==> config.mk <==
export PLATFORM = sky130hd
export DESIGN_NAME = multicycle_ctrl
export DESIGN_NICKNAME = d
export VERILOG_FILES = /design/src/rtl/multicycle_ctrl.sv
export SDC_FILE = /design/constraint.sdc
export NUM_CORES = 1
export LEC_CHECK = 0
export BUFFER_PORTS_ARGS = -buffer_cell sky130_fd_sc_hd__buf_2
export CORE_UTILIZATION = 56
export CTS_CLUSTER_DIAMETER = 200
export DETAILED_ROUTE_END_ITERATION = 8
export HOLD_SLACK_MARGIN = 0.05
export PLACE_DENSITY = 0.85
export SETUP_SLACK_MARGIN = 0.02
export SYNTH_ARGS = -nofsm -noshare
export SYNTH_HDL_FRONTEND = slang
export SYNTH_SLANG_ARGS = --single-unit
==> constraint.sdc <==
create_clock -name clk -period 4.1 [get_ports clk]
set_input_delay 0.615 -clock clk [delete_from_list [all_inputs] [get_ports clk]]
set_output_delay 0.615 -clock clk [all_outputs]
set_load 0.01 [all_outputs]
==> src/rtl/multicycle_ctrl.sv <==
// Multicycle LEGv8 control FSM: fetch/decode/execute/memory/writeback sequencing.
// Optional CBNZ support is compiled in when CBNZ_EN is defined.
module multicycle_ctrl #(
  parameter int unsigned MEM_TIMEOUT = 16,
  parameter int unsigned CNT_W       = 32
) (
  input  logic             clk,
  input  logic             reset,
  input  logic [10:0]      op,
  input  logic             instr_valid,
  input  logic             dmem_ready,
  input  logic             zero,
  output logic             irwrite,
  output logic             pcwrite,
  output logic             pcsrc,
  output logic             reg2loc,
  output logic             alusrc,
  output logic [1:0]       aluop,
  output logic             regwrite,
  output logic             memtoreg,
  output logic             memread,
  output logic             memwrite,
  output logic             error,
  output logic [CNT_W-1:0] retired
);

  // Wait counter only needs to hold 0..MEM_TIMEOUT-1.
  localparam int unsigned TW = (MEM_TIMEOUT < 2) ? 1 : $clog2(MEM_TIMEOUT);

  localparam logic [10:0] OP_ADD  = 11'b10001011000;
  localparam logic [10:0] OP_SUB  = 11'b11001011000;
  localparam logic [10:0] OP_AND  = 11'b10001010000;
  localparam logic [10:0] OP_ORR  = 11'b10101010000;
  localparam logic [10:0] OP_LDUR = 11'b11111000010;
  localparam logic [10:0] OP_STUR = 11'b11111000000;
  localparam logic [7:0]  OP_CBZ  = 8'b10110100;
`ifdef CBNZ_EN
  localparam logic [7:0]  OP_CBNZ = 8'b10110101;
`endif

  typedef enum logic [3:0] {
    FETCH  = 4'd0,
    DECODE = 4'd1,
    EXEC_R = 4'd2,
    RWB    = 4'd3,
    MEMADR = 4'd4,
    MEMRD  = 4'd5,
    MEMWB  = 4'd6,
    MEMWR  = 4'd7,
    BRANCH = 4'd8,
    ERROR  = 4'd9
  } state_t;

  state_t          state_q, state_d;
  logic [TW-1:0]   tmo_q;
  logic            tmo_clr, tmo_inc, ret_inc;
  logic            is_r, is_ldur, is_stur, is_cbz, is_cbnz;
  logic            tmo_hit;

  // Opcode classification; op is stable from DECODE until the next FETCH.
  always_comb begin
    is_r    = (op == OP_ADD) || (op == OP_SUB) || (op == OP_AND) || (op == OP_ORR);
    is_ldur = (op == OP_LDUR);
    is_stur = (op == OP_STUR);
    is_cbz  = (op[10:3] == OP_CBZ);
`ifdef CBNZ_EN
    is_cbnz = (op[10:3] == OP_CBNZ);
`else
    is_cbnz = 1'b0;
`endif
    tmo_hit = (tmo_q == TW'(MEM_TIMEOUT - 1));
  end

  // Next-state and control decode; outputs depend on state and live inputs.
  always_comb begin
    state_d  = state_q;
    irwrite  = 1'b0;
    pcwrite  = 1'b0;
    pcsrc    = 1'b0;
    reg2loc  = 1'b0;
    alusrc   = 1'b0;
    aluop    = 2'b00;
    regwrite = 1'b0;
    memtoreg = 1'b0;
    memread  = 1'b0;
    memwrite = 1'b0;
    error    = 1'b0;
    tmo_clr  = 1'b0;
    tmo_inc  = 1'b0;
    ret_inc  = 1'b0;

    case (state_q)
      FETCH: begin
        if (instr_valid) begin
          irwrite = 1'b1;
          pcwrite = 1'b1;
          state_d = DECODE;
        end
      end
      DECODE: begin
        reg2loc = is_stur || is_cbz || is_cbnz;
        if (is_r)                      state_d = EXEC_R;
        else if (is_ldur || is_stur)   state_d = MEMADR;
        else if (is_cbz || is_cbnz)    state_d = BRANCH;
        else                           state_d = ERROR;
      end
      EXEC_R: begin
        aluop   = 2'b10;
        state_d = RWB;
      end
      RWB: begin
        aluop    = 2'b10;
        regwrite = 1'b1;
        ret_inc  = 1'b1;
        state_d  = FETCH;
      end
      MEMADR: begin
        alusrc  = 1'b1;
        reg2loc = is_stur;
        tmo_clr = 1'b1;
        if (is_ldur)      state_d = MEMRD;
        else if (is_stur) state_d = MEMWR;
        else              state_d = ERROR;
      end
      MEMRD: begin
        memread = 1'b1;
        alusrc  = 1'b1;
        if (dmem_ready)   state_d = MEMWB;
        else if (tmo_hit) state_d = ERROR;
        else              tmo_inc = 1'b1;
      end
      MEMWB: begin
        regwrite = 1'b1;
        memtoreg = 1'b1;
        ret_inc  = 1'b1;
        state_d  = FETCH;
      end
      MEMWR: begin
        memwrite = 1'b1;
        alusrc   = 1'b1;
        reg2loc  = 1'b1;
        if (dmem_ready) begin
          ret_inc = 1'b1;
          state_d = FETCH;
        end else if (tmo_hit) begin
          state_d = ERROR;
        end else begin
          tmo_inc = 1'b1;
        end
      end
      BRANCH: begin
        aluop   = 2'b01;
        reg2loc = 1'b1;
        pcsrc   = 1'b1;
        pcwrite = is_cbnz ? ~zero : zero;
        ret_inc = 1'b1;
        state_d = FETCH;
      end
      ERROR: begin
        error = 1'b1;
      end
      default: begin
        state_d = ERROR;
      end
    endcase
  end

  // State, memory wait counter and retired-instruction counter.
  always_ff @(posedge clk or posedge reset) begin
    if (reset) begin
      state_q <= FETCH;
      tmo_q   <= '0;
      retired <= '0;
    end else begin
      state_q <= state_d;
      if (tmo_clr)      tmo_q <= '0;
      else if (tmo_inc) tmo_q <= tmo_q + TW'(1);
      if (ret_inc)      retired <= retired + CNT_W'(1);
    end
  end

endmodule

==> results of run 1 <==
==> worst reg2reg max path: stages (launching register included) <==
cell                      delay (ns)
sky130_fd_sc_hd__dfrtp_1        0.53
sky130_fd_sc_hd__or4b_4         0.60
sky130_fd_sc_hd__o31a_1         0.26
sky130_fd_sc_hd__or4b_4         0.57
sky130_fd_sc_hd__nor2_1         0.14
sky130_fd_sc_hd__xor2_1         0.16
==> cells in the final DEF, fill, tap and decap left out, drive strengths merged, types with 2 or more instances in the layout <==
cell type,count
inv,7
or3,3
dfrtp,40
nor4b,2
xnor2,16
a21oi,8
xor2,17
nand2b,2
nand3,13
a31oi,2
and3,7
buf,60
o21ai,5
nor2b,2
nand4,8
nor4,4
and4,7
clkbuf,7
and2,2
o221ai,2
nand2,20
nor2,21
or4b,2
ha,2
nor3,8
==> sequential cells by signal, summed over array words and instances (netlist names) <==
signal,flops
retired,32
state_q,4
tmo_q,4
==> per-stage QoR <==
stage	total power, W	instances
6_report	0.00105	328
5_1_grt	0.00112	328
4_1_cts	0.00106	328
3_5_place_dp	0.000794	320
3_3_place_gp	0.000782	320
2_1_floorplan	0.000714	219
==> worst min-delay path by stage <==
stage	endpoint	slack, ns	depth (start not counted)
after floorplan	retired[31]$_DFFE_PP0P_	0.51	1
after global placement	retired[31]$_DFFE_PP0P_	0.46	1
after detailed placement	retired[21]$_DFFE_PP0P_	0.48	1
after CTS	retired[21]$_DFFE_PP0P_	0.49	1
after global routing	retired[31]$_DFFE_PP0P_	0.51	1
final	retired[31]$_DFFE_PP0P_	0.48	1
==> per-layer routing <==
metal  up-vias  track usage (%)  wire length, um
met3         5             5.54              203
met2        55             40.7             2180
met5         -                0                0
met4         0             6.94               51
li1        892                -                -
met1       858             28.3             1840
==> logic make-up (layout without fill, tap and decap cells) <==
| family | Yosys count | after routing | synth area share, % |
|---|---|---|---|
| buffers and inverters | 14 | 75 | 3.12 |
| and+or+nand+nor | 107 | 107 | 29.2 |
| adders and majority gates | 2 | 2 | 1.16 |
| xor gates and xnor gates | 33 | 33 | 13.4 |
| AOI/OAI and AO/OA | 21 | 21 | 5.90 |
| DFF | 40 | 40 | 46.3 |
| muxes | 2 | 2 | 0.983 |
==> area by class of cell <==
class / count / area [sq um]
Clock buffer: 7 / 86.3
Clock inverter: 1 / 7.51
Fill cell: 295 / 1110
Inverter: 7 / 26.3
Multi-Input combinational cell: 165 / 1090
Sequential cell: 40 / 1000
Tap cell: 48 / 60.1
Timing Repair Buffer: 60 / 303
==> power breakdown <==
part,internal (W),switching [W],total (W)
Clock,0.000137,0.000128,0.000265
Sequential,0.000432,0.0000613,0.000493
Combinational,0.000127,0.000165,0.000292
==> impl_metrics.py, run 1 <==
metrics = {
    "outcome": {
        "run_status": "completed",
    },
    "yosys": {
        "total_nets_after_synthesis": 237,
        "synth.top_cell.area_share_pct": 46.3,
        "synth_enable_flop_cells": 0,
        "synth.most_common_cell": "sky130_fd_sc_hd__dfrtp_1",
        "yosys-top-cells-area": "sky130_fd_sc_hd__dfrtp_1 46%, sky130_fd_sc_hd__xor2_1 6.9%, sky130_fd_sc_hd__xnor2_1 6.5%, sky130_fd_sc_hd__nor2_1 3.6%, sky130_fd_sc_hd__nand2_1 3.5%",
        "synth.largest_area_cell": "sky130_fd_sc_hd__dfrtp_1",
        "synth_cells": 219,
        "async_flop_share_pct": 100,
        "synth_top_flop_cell": "sky130_fd_sc_hd__dfrtp_1",
        "post_synth_most_frequent_cells": "40 x sky130_fd_sc_hd__dfrtp_1, 21 x sky130_fd_sc_hd__nor2_1, 20 x sky130_fd_sc_hd__nand2_1",
        "synth.yosys.seq_area_share_pct": 46.3,
        "syn_area_sq_um": 2160,
        "syn-mean-instance-area_sq_um": 9.88,
        "synth-seq-cells": 40,
        "ys_types": 41,
        "synth-warning-count": 0,
    },
    "worst_setup_path": {
        "cp_slowest_stage_delay_ns": 0.59,
        "critical_path.top_delay_family": "simple AND/OR/NAND/NOR gates",
        "cp_slowest_cell": "sky130_fd_sc_hd__dfrtp_1",
        "cpMostUsedCell": "sky130_fd_sc_hd__nand3_1",
        "worstRegToRegCells": 5,
        "critical_path.startpoint_type": "flip-flop",
        "worstPathBufferInverterCount": 1,
        "setup.reg_to_reg.worst_slack_ns": 1.77,
        "crit_required_ns": 3.48,
        "worst-setup-path-type": "reg -> out",
        "arrival_ns": 2.05,
        "timing.rr.end": "retired[22]$_DFFE_PP0P_",
        "worstSetupPathDepth": 5,
        "timing.critical_path.cells": "nand2b_1 > nor3_1 > nand3_1 > nand3_1 > buf_2",
        "worstSetupEndpointType": "primary output",
        "endpoint": "reg2loc",
        "critical_path.max_fanout": 14,
        "timing.rr.start": "state_q[1]$_DFFE_PP0P_",
        "critPathLaunch": "state_q[2]$_DFFE_PP0P_",
    },
    "detailed_routing": {
        "vias": 1810,
        "route.detailed.wl_per_inst_um": 13.0,
        "drt-pass1-iter-count": 4,
        "antenna_violating_nets_post_route": 0,
        "route.detailed.vias_per_inst": 5.52,
        "detail_route.iter0.violations": 97,
        "detail_route.wirelength_um": 4270,
        "post-route-drc-count": 0,
    },
    "place": {
        "port_buffers": 59,
        "globalplace.congestion": 0.847,
        "detailedPlacementHpwl_um": 3240,
        "dp_worst_setup_slack_ns": 1.53,
        "placement.cell_area_sq_um": 2480,
    },
    "sta": {
        "fin_ws_ns": 1.44,
        "skew_ns": 0.00628,
        "setup_repair_after_global_routing_missed_its_margin": "false",
        "fin_crit_ns": 2.66,
        "finalHoldWorstSlack_ns": 0.481,
        "highest_clock_rate_ghz": 0.376,
        "totalNegativeSetupSlack_ns": 0,
        "drv_slew": 0,
        "final_min_period_over_clock_period_pct": 64.9,
        "setup_viol": 0,
        "tightest_slew_ns": 1.08,
        "finalHoldViolCount": 0,
        "slew_headroom_pct": 28.2,
    },
    "final_layout": {
        "finalNetCount": 297,
        "postLayoutCellArea_sq_um": 2580,
        "layout-drive-gt1-share_pct": 26.4,
        "antennaDiodeCount": 0,
        "layout-area-overhead-vs-synth_pct": 19.2,
        "core_occupancy_in_the_finished_layout_pct": 69.9,
    },
    "job": {
        "cap_violations": 0,
    },
    "power_and_ir_drop": {
        "power.density_nw_per_um2": 407,
        "power.leakage_nw": 1.29,
        "ir_worst_vdd_v": 0.000221,
    },
    "clock_tree": {
        "cts_post_setup_buffers_inserted": 0,
        "cts.reportedPaths.clkPinSlew_ns": 0.07,
        "cts_inserted_buffers": 5,
        "clockBufferDepth": 2,
        "clock_tree.htree_level_count": 2,
        "insertion_delay_ns": 0.29,
        "cts-resized-gates": 0,
        "cts-root-buf": "sky130_fd_sc_hd__clkbuf_8",
        "numClockSinks": 40,
        "tritoncts": "done",
        "number_of_hold_repair_buffers_added_at_the_cts_stage": 0,
    },
    "hold_path": {
        "hold_class": "reg -> reg",
        "worst_hold_startpoint": "retired[31]$_DFFE_PP0P_",
    },
    "global_routing": {
        "track_usage_pct": 23.2,
        "grt_pass1_vias": 1721,
        "number_of_antenna_violations_at_the_first_check_in_global_routing": 0,
        "gr-total-overflow": 0,
        "first_pass_grt_wire_length_um": 7470,
        "grt_max_degree": 31,
    },
    "floorplanning": {
        "top_level_ports": 60,
        "die_h_um": 64.2,
        "placementRows": 22,
        "floorplan.initialDensity_pct": 58.6,
        "core_sq_um": 3690,
        "die_w_um": 64.2,
        "floorplan.die_area_sq_um": 4120,
    },
}
(Power assumes the default switching activity.)
==> run 2, diff against run 1 <==
--- a/config.mk
+++ b/config.mk
@@ -5,12 +5,13 @@
 export SDC_FILE = /design/constraint.sdc
 export NUM_CORES = 1
 export LEC_CHECK = 0
+export ABC_AREA = 1
 export BUFFER_PORTS_ARGS = -buffer_cell sky130_fd_sc_hd__buf_2
-export CORE_UTILIZATION = 56
+export CORE_UTILIZATION = 55
 export CTS_CLUSTER_DIAMETER = 200
 export DETAILED_ROUTE_END_ITERATION = 8
 export HOLD_SLACK_MARGIN = 0.05
-export PLACE_DENSITY = 0.85
+export PLACE_DENSITY = 0.8
 export SETUP_SLACK_MARGIN = 0.02
 export SYNTH_ARGS = -nofsm -noshare
 export SYNTH_HDL_FRONTEND = slang
==> constraint.sdc (replaced) <==
create_clock -name clk -period 2.56 [get_ports clk]
set_input_delay 0.384 -clock clk [delete_from_list [all_inputs] [get_ports clk]]
set_output_delay 0.384 -clock clk [all_outputs]
set_load 0.01 [all_outputs]
==> impl_metrics.py, run 2 <==
metrics = {
    "yosys": {
        "synth_cells": 463,
        "post_synth_mux_area_share_pct": 0,
        "post_synthesis_compound_gate_area_fraction_pct": 3.09,
        "ys_types": 21,
        "total_nets_after_synthesis": 481,
        "async_flop_share_pct": 100,
        "synth_top_flop_cell": "sky130_fd_sc_hd__dfrtp_1",
        "synth_enable_flop_cells": 0,
        "synth_xor_xnor_area_share_pct": 5.48,
        "synth-warning-count": 0,
        "yosys-top-cells-area": "sky130_fd_sc_hd__dfrtp_1 35%, sky130_fd_sc_hd__nand2_1 28%, sky130_fd_sc_hd__nor2_1 9.5%, sky130_fd_sc_hd__xor2_1 5.5%, sky130_fd_sc_hd__inv_1 4.3%",
        "synth.top_cell.area_share_pct": 34.8,
        "synth.most_common_cell": "sky130_fd_sc_hd__nand2_1",
        "synth.yosys.seq_area_share_pct": 34.8,
        "synth-adder-area-share_pct": 0.870,
        "simple_gate_fraction_of_synth_area_pct": 48.4,
        "syn-mean-instance-area_sq_um": 6.21,
        "synth-seq-cells": 40,
        "syn_area_sq_um": 2880,
        "post_synth_most_frequent_cells": "214 x sky130_fd_sc_hd__nand2_1, 73 x sky130_fd_sc_hd__nor2_1, 40 x sky130_fd_sc_hd__dfrtp_1",
        "synth.largest_area_cell": "sky130_fd_sc_hd__dfrtp_1",
        "largest_family_of_logic_cells_by_synthesized_area": "simple AND/OR/NAND/NOR gates",
    },
    "final_layout": {
        "largest_registers": "retired: 32 flops, state_q: 4 flops, tmo_q: 4 flops",
        "layout.cells.most_common_list": "214 x sky130_fd_sc_hd__nand2_1, 73 x sky130_fd_sc_hd__nor2_1, 59 x sky130_fd_sc_hd__buf_2",
        "layout.cells.most_common": "sky130_fd_sc_hd__nand2_1",
        "layout.cells.non_filler": 592,
        "layout-area-overhead-vs-synth_pct": 15.0,
        "regMostFlops": "retired",
        "layout-drive-gt1-share_pct": 16.6,
        "core_occupancy_in_the_finished_layout_pct": 67.8,
        "largest_reg_flops": 32,
        "nFillCells": 437,
        "antennaDiodeCount": 0,
        "finalNetCount": 542,
    },
    "place": {
        "placed_cells_incl_taps": 584,
        "globalplace.congestion": 1.01,
        "detailedPlacementHpwl_um": 5370,
        "port_buffers": 59,
        "dp_worst_setup_slack_ns": 0.747,
    },
    "floorplanning": {
        "floorplan.initialDensity_pct": 58.9,
        "core_sq_um": 4880,
        "top_level_ports": 60,
        "die_h_um": 74.3,
        "placementRows": 25,
        "floorplan.die_area_sq_um": 5520,
        "die_w_um": 74.3,
    },
    "sta": {
        "tightest_slew_ns": 0.518,
        "setup_viol": 0,
        "finalHoldWorstSlack_ns": 0.187,
        "fin_ws_ns": 0.524,
        "fin_crit_ns": 2.04,
        "highest_clock_rate_ghz": 0.491,
        "skew_ns": 0.00710,
        "final_min_period_over_clock_period_pct": 79.5,
        "drv_slew": 0,
        "finalHoldViolCount": 0,
        "slew_headroom_pct": 65.4,
        "totalNegativeSetupSlack_ns": 0,
        "setup_repair_after_global_routing_missed_its_margin": "false",
    },
    "detailed_routing": {
        "route.detailed.vias_per_inst": 5.10,
        "route.detailed.wl_per_inst_um": 11.8,
        "drt-pass1-iter-count": 4,
        "detail_route.iter0.violations": 200,
        "antenna_violating_nets_post_route": 0,
        "post-route-drc-count": 0,
        "vias": 3021,
        "detail_route.wirelength_um": 6980,
    },
    "power_and_ir_drop": {
        "sequentialPowerShare_pct": 55.8,
        "p_int_w": 0.000864,
        "power.density_nw_per_um2": 342,
        "combinationalPowerShare_pct": 4.0,
        "power.leakage_nw": 1.77,
        "ir_worst_vdd_v": 0.000245,
        "pwr-share-clk_pct": 40.2,
        "reported_net_switching_power_w": 0.000267,
        "power.share.switching_pct": 23.6,
    },
    "worst_setup_path": {
        "critPathLaunch": "state_q[0]$_DFFE_PP0P_",
        "critical_path.max_fanout": 7,
        "timing.rr.start": "retired[0]$_DFFE_PP0P_",
        "critical_path.startpoint_type": "flip-flop",
        "arrival_ns": 1.65,
        "worst-setup-path-type": "reg -> out",
        "worstSetupEndpointType": "primary output",
        "crit_required_ns": 2.18,
    },
    "clock_tree": {
        "cts_post_setup_buffers_inserted": 0,
        "insertion_delay_ns": 0.30,
        "clockBufferDepth": 2,
        "number_of_hold_repair_buffers_added_at_the_cts_stage": 0,
        "cts-resized-gates": 0,
        "clock_tree.htree_level_count": 2,
        "cts.reportedPaths.clkPinSlew_ns": 0.08,
        "tritoncts": "done",
        "cts_inserted_buffers": 5,
        "cts-root-buf": "sky130_fd_sc_hd__clkbuf_8",
        "numClockSinks": 40,
    },
    "global_routing": {
        "gr-total-overflow": 0,
        "first_pass_grt_wire_length_um": 11800,
        "track_usage_pct": 27.7,
        "grt_pass1_vias": 2838,
        "grt_max_degree": 41,
        "number_of_antenna_violations_at_the_first_check_in_global_routing": 0,
    },
    "job": {
        "cap_violations": 0,
    },
    "outcome": {
        "run_status": "completed",
    },
    "hold_path": {
        "hold_class": "in -> async",
    },
}
[run 2: layer usage]
metal	up-vias	GRT usage (%)	part of all wire [%]
li1	1548	-	-
met1	1347	33.2	44
met2	101	48.8	47
met3	25	4.34	5.5
met4	0	12.4	3.2
met5	-	0	0
[run 2: final timing paths]
path                                            to  slack, ns  depth (start not counted)
hold reg to reg            retired[31]$_DFFE_PP0P_       0.52                          2
min in group clk            state_q[0]$_DFFE_PP0P_       0.36                          3
max in group asynchronous  retired[14]$_DFFE_PP0P_       2.00                          3
setup / recovery                           reg2loc       0.52                          6
setup reg to reg           retired[30]$_DFFE_PP0P_       0.74                         10
hold / removal                tmo_q[2]$_DFFE_PP0P_       0.19                          3
[run 2: logic make-up after synthesis]
group                    count (synthesis)
flip-flops                              40
XOR/XNOR                                18
AO/OA/AOI/OAI                           17
adder cells (fa/ha/maj)                  2
AND/OR/NAND/NOR                        339
buffers and inverters                   47
[run 2: cell type report]
| type | instances | area, sq um | area share (%) |
|---|---|---|---|
| flip-flops and latches | 40 | 1000 | 30.3 |
| repair buffers | 61 | 310 | 9.38 |
| clock inverters | 2 | 15.0 | 0.454 |
| multi-input cells | 376 | 1660 | 50.3 |
| inverters | 40 | 150 | 4.54 |
| clock buffers | 6 | 82.6 | 2.50 |
| well taps | 67 | 83.8 | 2.53 |
[run 2: worst max-delay path, cell delays in order (launching register included)]
cell and delay (ns):
sky130_fd_sc_hd__dfrtp_1 0.45, sky130_fd_sc_hd__nor2_2 0.19, sky130_fd_sc_hd__nand2_1 0.18, sky130_fd_sc_hd__inv_1 0.16
sky130_fd_sc_hd__nand4_1 0.13, sky130_fd_sc_hd__nand3_1 0.11, sky130_fd_sc_hd__buf_2 0.13
[run 2: stage by stage]
step	power (W)	instance area (sq um)
6_report	0.00113	3310
5_1_grt	0.00118	3310
4_1_cts	0.00114	3310
3_5_place_dp	0.000690	3210
3_3_place_gp	0.000688	3210
2_1_floorplan	0.000667	2880
[run 2: power by group through the flow]
stage               logic [W]  clock network, W  registers [W]
global route        0.0000533          0.000491       0.000631
global placement    0.0000447                 0       0.000644
CTS                 0.0000458          0.000466       0.000631
finish              0.0000449          0.000455       0.000631
detailed placement  0.0000459                 0       0.000644
floorplan           0.0000229                 0       0.000644
